==> config.mk <==
export PLATFORM = sky130hd
export DESIGN_NAME = mul_seq_flat
export DESIGN_NICKNAME = d
export VERILOG_FILES = /design/src/rtl/mul_pkg.sv /design/src/rtl/mul_seq_if.sv /design/src/rtl/mul_step.sv /design/src/rtl/mul_seq.sv /design/src/flat_wrapper.sv
export SDC_FILE = /design/constraint.sdc
export NUM_CORES = 1
export LEC_CHECK = 0
export BUFFER_PORTS_ARGS = -buffer_cell sky130_fd_sc_hd__clkbuf_2
export CORE_ASPECT_RATIO = 2
export CORE_MARGIN = 3
export CORE_UTILIZATION = 60
export CTS_BUF_LIST = sky130_fd_sc_hd__clkbuf_8
export CTS_CLUSTER_DIAMETER = 150
export CTS_CLUSTER_SIZE = 40
export DETAILED_ROUTE_END_ITERATION = 12
export PLACE_DENSITY_LB_ADDON = 0.15
export SKIP_LAST_GASP = 1
export SYNTH_ARGS = -nofsm -noshare
export SYNTH_HDL_FRONTEND = slang
export SYNTH_SLANG_ARGS = --single-unit
==> constraint.sdc <==
create_clock -name clk -period 5.44 [get_ports clk]
set_input_delay 0.272 -clock clk [delete_from_list [all_inputs] [get_ports clk]]
set_output_delay 0.272 -clock clk [all_outputs]
set_load 0.005 [all_outputs]
==> src/rtl/mul_pkg.sv <==
// Shared types and helpers for the sequential shift-and-add multiplier.
package mul_pkg;

  localparam int MUL_W     = 32;
  localparam int MUL_CNT_W = 5;

  typedef enum logic [1:0] {
    IDLE = 2'd0,
    CALC = 2'd1,
    FIX  = 2'd2,
    DONE = 2'd3
  } mul_state_t;

  // Two's-complement negation at product width; callers narrow the result
  // when negating a single operand.
  function automatic logic [2*MUL_W-1:0] twos_neg(input logic [2*MUL_W-1:0] x);
    return ~x + 1'b1;
  endfunction

endpackage

==> src/rtl/mul_seq_if.sv <==
// Operand / handshake / result bundle for mul_seq.
interface mul_seq_if
  import mul_pkg::*;
#(
  parameter int WIDTH = MUL_W
) ();

  logic [WIDTH-1:0] A;
  logic [WIDTH-1:0] B;
  logic             signctl;
  logic             hi_out;
  logic             start;
  logic [WIDTH-1:0] dout;
  logic             drdy;
  logic             busy;

  modport master (
    output A, B, signctl, hi_out, start,
    input  dout, drdy, busy
  );

  modport slave (
    input  A, B, signctl, hi_out, start,
    output dout, drdy, busy
  );

endinterface

==> src/rtl/mul_step.sv <==
// One shift-and-add iteration: conditionally add the multiplicand into the
// upper accumulator half, then shift {carry, accumulator} right by one.
module mul_step
  import mul_pkg::*;
#(
  parameter int WIDTH = MUL_W
) (
  input  logic [2*WIDTH-1:0] acc,
  input  logic [WIDTH-1:0]   mcand,
  input  logic               lsb,
  output logic [2*WIDTH-1:0] acc_nxt
);

  logic [WIDTH:0]   sum;
  logic [2*WIDTH:0] wide;

  // Add with carry-out, then drop the bit that falls off the bottom.
  always_comb begin
    sum     = {1'b0, acc[2*WIDTH-1:WIDTH]} + (lsb ? {1'b0, mcand} : '0);
    wide    = {sum, acc[WIDTH-1:0]};
    acc_nxt = wide[2*WIDTH:1];
  end

endmodule

==> src/rtl/mul_seq.sv <==
// Sequential WIDTHxWIDTH multiplier, one multiplier bit per clock.
// Signed operands are reduced to magnitudes up front and the product sign
// is restored in a single FIX cycle.
module mul_seq
  import mul_pkg::*;
#(
  parameter int WIDTH = MUL_W
) (
  input  logic       clk,
  input  logic       rst,
  mul_seq_if.slave   bus
);

  mul_state_t             state_q, state_d;
  logic [2*WIDTH-1:0]     acc_q, acc_d;
  logic [WIDTH-1:0]       mcand_q, mcand_d;
  logic [WIDTH-1:0]       mplier_q, mplier_d;
  logic [MUL_CNT_W-1:0]   cnt_q, cnt_d;
  logic                   neg_q, neg_d;

  logic [2*WIDTH-1:0]     step_acc;
  logic [WIDTH-1:0]       mag_a, mag_b;

  mul_step #(.WIDTH(WIDTH)) u_step (
    .acc     (acc_q),
    .mcand   (mcand_q),
    .lsb     (mplier_q[0]),
    .acc_nxt (step_acc)
  );

  // Operand magnitudes; 0x80000000 negates to itself and is then used unsigned.
  always_comb begin
    mag_a = (bus.signctl && bus.A[WIDTH-1]) ? WIDTH'(twos_neg({{WIDTH{1'b0}}, bus.A})) : bus.A;
    mag_b = (bus.signctl && bus.B[WIDTH-1]) ? WIDTH'(twos_neg({{WIDTH{1'b0}}, bus.B})) : bus.B;
  end

  // State and datapath registers, cleared asynchronously.
  always_ff @(posedge clk or posedge rst) begin
    if (rst) begin
      state_q  <= IDLE;
      acc_q    <= '0;
      mcand_q  <= '0;
      mplier_q <= '0;
      cnt_q    <= '0;
      neg_q    <= 1'b0;
    end else begin
      state_q  <= state_d;
      acc_q    <= acc_d;
      mcand_q  <= mcand_d;
      mplier_q <= mplier_d;
      cnt_q    <= cnt_d;
      neg_q    <= neg_d;
    end
  end

  // Next-state and datapath control.
  always_comb begin
    state_d  = state_q;
    acc_d    = acc_q;
    mcand_d  = mcand_q;
    mplier_d = mplier_q;
    cnt_d    = cnt_q;
    neg_d    = neg_q;
    unique case (state_q)
      IDLE, DONE: begin
        if (bus.start) begin
          neg_d    = bus.signctl & (bus.A[WIDTH-1] ^ bus.B[WIDTH-1]);
          mcand_d  = mag_a;
          mplier_d = mag_b;
          acc_d    = '0;
          cnt_d    = '0;
          state_d  = CALC;
        end
      end
      CALC: begin
        acc_d    = step_acc;
        mplier_d = mplier_q >> 1;
        cnt_d    = cnt_q + 1'b1;
        // Counter starts at 0, so the all-ones value marks the last of WIDTH iterations.
        if (cnt_q == '1) state_d = FIX;
      end
      FIX: begin
        if (neg_q) acc_d = twos_neg(acc_q);
        state_d = DONE;
      end
      default: state_d = IDLE;
    endcase
  end

  // Status flags and live half-select of the product register.
  always_comb begin
    bus.drdy = (state_q == DONE);
    bus.busy = (state_q == CALC) || (state_q == FIX);
    bus.dout = bus.hi_out ? acc_q[2*WIDTH-1:WIDTH] : acc_q[WIDTH-1:0];
  end

endmodule

==> src/flat_wrapper.sv <==
// flat-port wrapper written by rule: the top's interface ports become plain ports
module mul_seq_flat import mul_pkg::*;
#(
  parameter int WIDTH = MUL_W
)
  (clk, rst, bus_A, bus_B, bus_signctl, bus_hi_out, bus_start, bus_dout, bus_drdy, bus_busy);
  mul_seq_if #(.WIDTH(WIDTH)) bus_i ();
  input  logic clk;
  input  logic rst;
  input wire logic [$bits(bus_i.A)-1:0] bus_A;
  input wire logic [$bits(bus_i.B)-1:0] bus_B;
  input wire logic [$bits(bus_i.signctl)-1:0] bus_signctl;
  input wire logic [$bits(bus_i.hi_out)-1:0] bus_hi_out;
  input wire logic [$bits(bus_i.start)-1:0] bus_start;
  output wire logic [$bits(bus_i.dout)-1:0] bus_dout;
  output wire logic [$bits(bus_i.drdy)-1:0] bus_drdy;
  output wire logic [$bits(bus_i.busy)-1:0] bus_busy;
  assign bus_i.A = bus_A;
  assign bus_i.B = bus_B;
  assign bus_i.signctl = bus_signctl;
  assign bus_i.hi_out = bus_hi_out;
  assign bus_i.start = bus_start;
  assign bus_dout = bus_i.dout;
  assign bus_drdy = bus_i.drdy;
  assign bus_busy = bus_i.busy;
  mul_seq #(.WIDTH(WIDTH)) u_core (.clk(clk), .rst(rst), .bus(bus_i));
endmodule
==> results.ini <==
[die]
num_rows=67
core_um2=16900
dieWidth_um=99.5
ioPinCount=103
start_util=0.620
die_h_um=193
dieArea_um2=19200

[layout]
final_area_um2=11500
final_common_cell=nand2_1
most-common-layout-cells=nand2_1 (173), o21ai_0 (156), dfrtp_1 (136)
regArea_um2=3400
syn_to_final_growth_pct=9.40
final_cells=1591
num-fill-cells=1482
fin_nets=1482
diodes=0
fin_util=0.678
multi_input_area_um2=6710
drive_gt1_frac=0.136

[global_routing]
grt_usage=0.305
antenna_found_initial=0
grt_overflow_total=0
grt_pass1_wl_um=47200
grt_max_degree=90
first_global_vias=9846

[yosys]
synth_edf_count=0
synthCells=1315
ys_ff_latch=136
synth_ff_type=dfrtp_1
seq_area_frac_synth=0.324
ys_types=69
async_flop_share=1.00
syn-num-nets=1426
yosysWarningCount=0
synth_area_um2=10500
syn_area_per_cell_um2=7.98

[cts]
cts.path.max_buffers=2
htreeDepth=4
cts_sinks=136
path_clk_slew_ns=0.08
cts_buffers=17
clk_latency_ns=0.46
cts-root-buf=clkbuf_8
cts_tree=yes
cts_resized=0

[route]
routed-via-count=10200
via_per_inst=6.39
drc=0
drt_iter0_markers=603
drt_wl_total_um=28700
ant_nets=0
firstDrtPassIters=5
post_drt_wl_per_cell_um=18.0

[placed_design]
dp_cells=1558
gp_congestion=0.916
dpl.hpwl_um=21500
port_buffers=102
place_area_um2=11100

[worst_setup_path]
end_kind=flip-flop
arrival_ns=4.01
cp_data_required_time_ns=5.73
crit_fanout=33
worstSetupPathType=reg2reg
start_kind=flip-flop

[sta]
finalSetupViolations=0
slew_headroom=0.344
timing.fmax_ghz=0.269
worst_slew_pin_slew_ns=0.980
skew_ns=0.0104
hold_viol=0
rsz0062_at_grt=false
fin_worst_hold_slack_ns=0.106
period_minus_slack_ns=3.72
fin_tns_setup_ns=0
final_max_slew_viol_count=0
fin_crit_sh=0.684

[power_and_ir_drop]
powerDensity_nw_per_um2=494
p_leak_nw=5.40
ir_worst_vdd_uv=361

[hold_path]
hp-class=in2reg

[status]
outcome=complete, no violations

[job]
drv_cap=0

-- final timing paths --
check,endpoint,start,slack (ns),cells after the start
min in group asynchronous,u_core.acc_q[3],rst,0.50,3
max reg2reg,u_core.acc_q[56],u_core.mplier_q[0],1.72,10
max,u_core.acc_q[56],u_core.mplier_q[0],1.72,10
max in group asynchronous,u_core.acc_q[61],rst,3.79,4
min reg2reg,u_core.mcand_q[16],u_core.mcand_q[16],0.47,2
min,u_core.mplier_q[31],bus_B[31],0.11,3
-- repair_timing --
action                                 4_1_cts  5_1_grt
buffers inserted                             0        0
endpoints found under the hold margin       40        0
hold buffers                                 1        0
-- per-stage QoR --
stage          worst slack, ns  power (mW)
3_3_place_gp              1.84        4.71
3_5_place_dp              1.72        4.80
4_1_cts                   1.71        5.63
5_1_grt                   1.48        6.12
6_report                  1.72        5.67
2_1_floorplan             1.53        3.92
-- registers in the layout, indices dropped and copies added (netlist names) --
register         count
u_core.state_q       2
u_core.cnt_q         5
u_core.mplier_q     32
u_core.mcand_q      32
u_core.acc_q        64
u_core.neg_q         1
-- cell usage after synthesis (11+ instances only) --
library cell	instances	area share
xor2_1	37	0.031
and3_1	15	0.0089
mux2_2	28	0.030
a21oi_1	97	0.046
a21o_1	20	0.014
nor3_1	56	0.027
or4_1	11	0.0079
nand2_1	175	0.063
a221o_1	22	0.021
and2_1	39	0.023
nor4_1	22	0.013
xnor2_1	48	0.040
o21ai_0	156	0.074
or3_1	15	0.0089
inv_1	34	0.012
clkbuf_1	72	0.026
o31ai_1	18	0.013
dfrtp_1	136	0.32
ha_1	41	0.049
nor2_1	94	0.034
nand3_1	18	0.0086
-- cells by family (layout without fill, tap and decap cells) --
group | count (synthesis) | after routing | share of synthesized area
compound gates | 406 | 406 | 0.241
xor+xnor | 85 | 85 | 0.0710
fa+ha+maj | 42 | 42 | 0.0508
buf+inv | 109 | 178 | 0.0391
flops | 136 | 136 | 0.324
mux | 38 | 38 | 0.0396
simple gates | 499 | 499 | 0.234
-- area by class of cell --
class | count | area share
clock inverters | 12 | 0.00970
flip-flops and latches | 136 | 0.297
well taps | 207 | 0.0226
multi-input cells | 1070 | 0.584
clock buffers | 20 | 0.0240
inverters | 34 | 0.0116
repair buffers | 112 | 0.0512
-- where the power goes --
part / switching, mW / internal [mW] / leakage [nW] / total [mW]
Sequential: 0.335 / 1.35 / 1.78 / 1.69
Clock: 0.393 / 0.433 / 0.207 / 0.826
Combinational: 2.02 / 1.14 / 3.41 / 3.16
-- routing by layer --
layer / vias up / GRT usage / part of all wire
met4: 0 / 0.208 / 0.060
li1: 4907 / - / -
met3: 113 / 0.0425 / 0.045
met1: 4806 / 0.319 / 0.36
met2: 340 / 0.556 / 0.53
met5: - / 0 / 0
-- critical path, cell delays in order, from the launching register on --
cell and delay [ns]:
dfrtp_1 0.82, and2_1 0.23, ha_1 0.25, o211a_1 0.21, a211o_1 0.13, and3_1 0.22, o21ai_0 0.23, o41ai_1 0.88
a41oi_1 0.24, xnor2_1 0.20, o221ai_1 0.13
No activity file was read; power rests on OpenSTA's default activity.
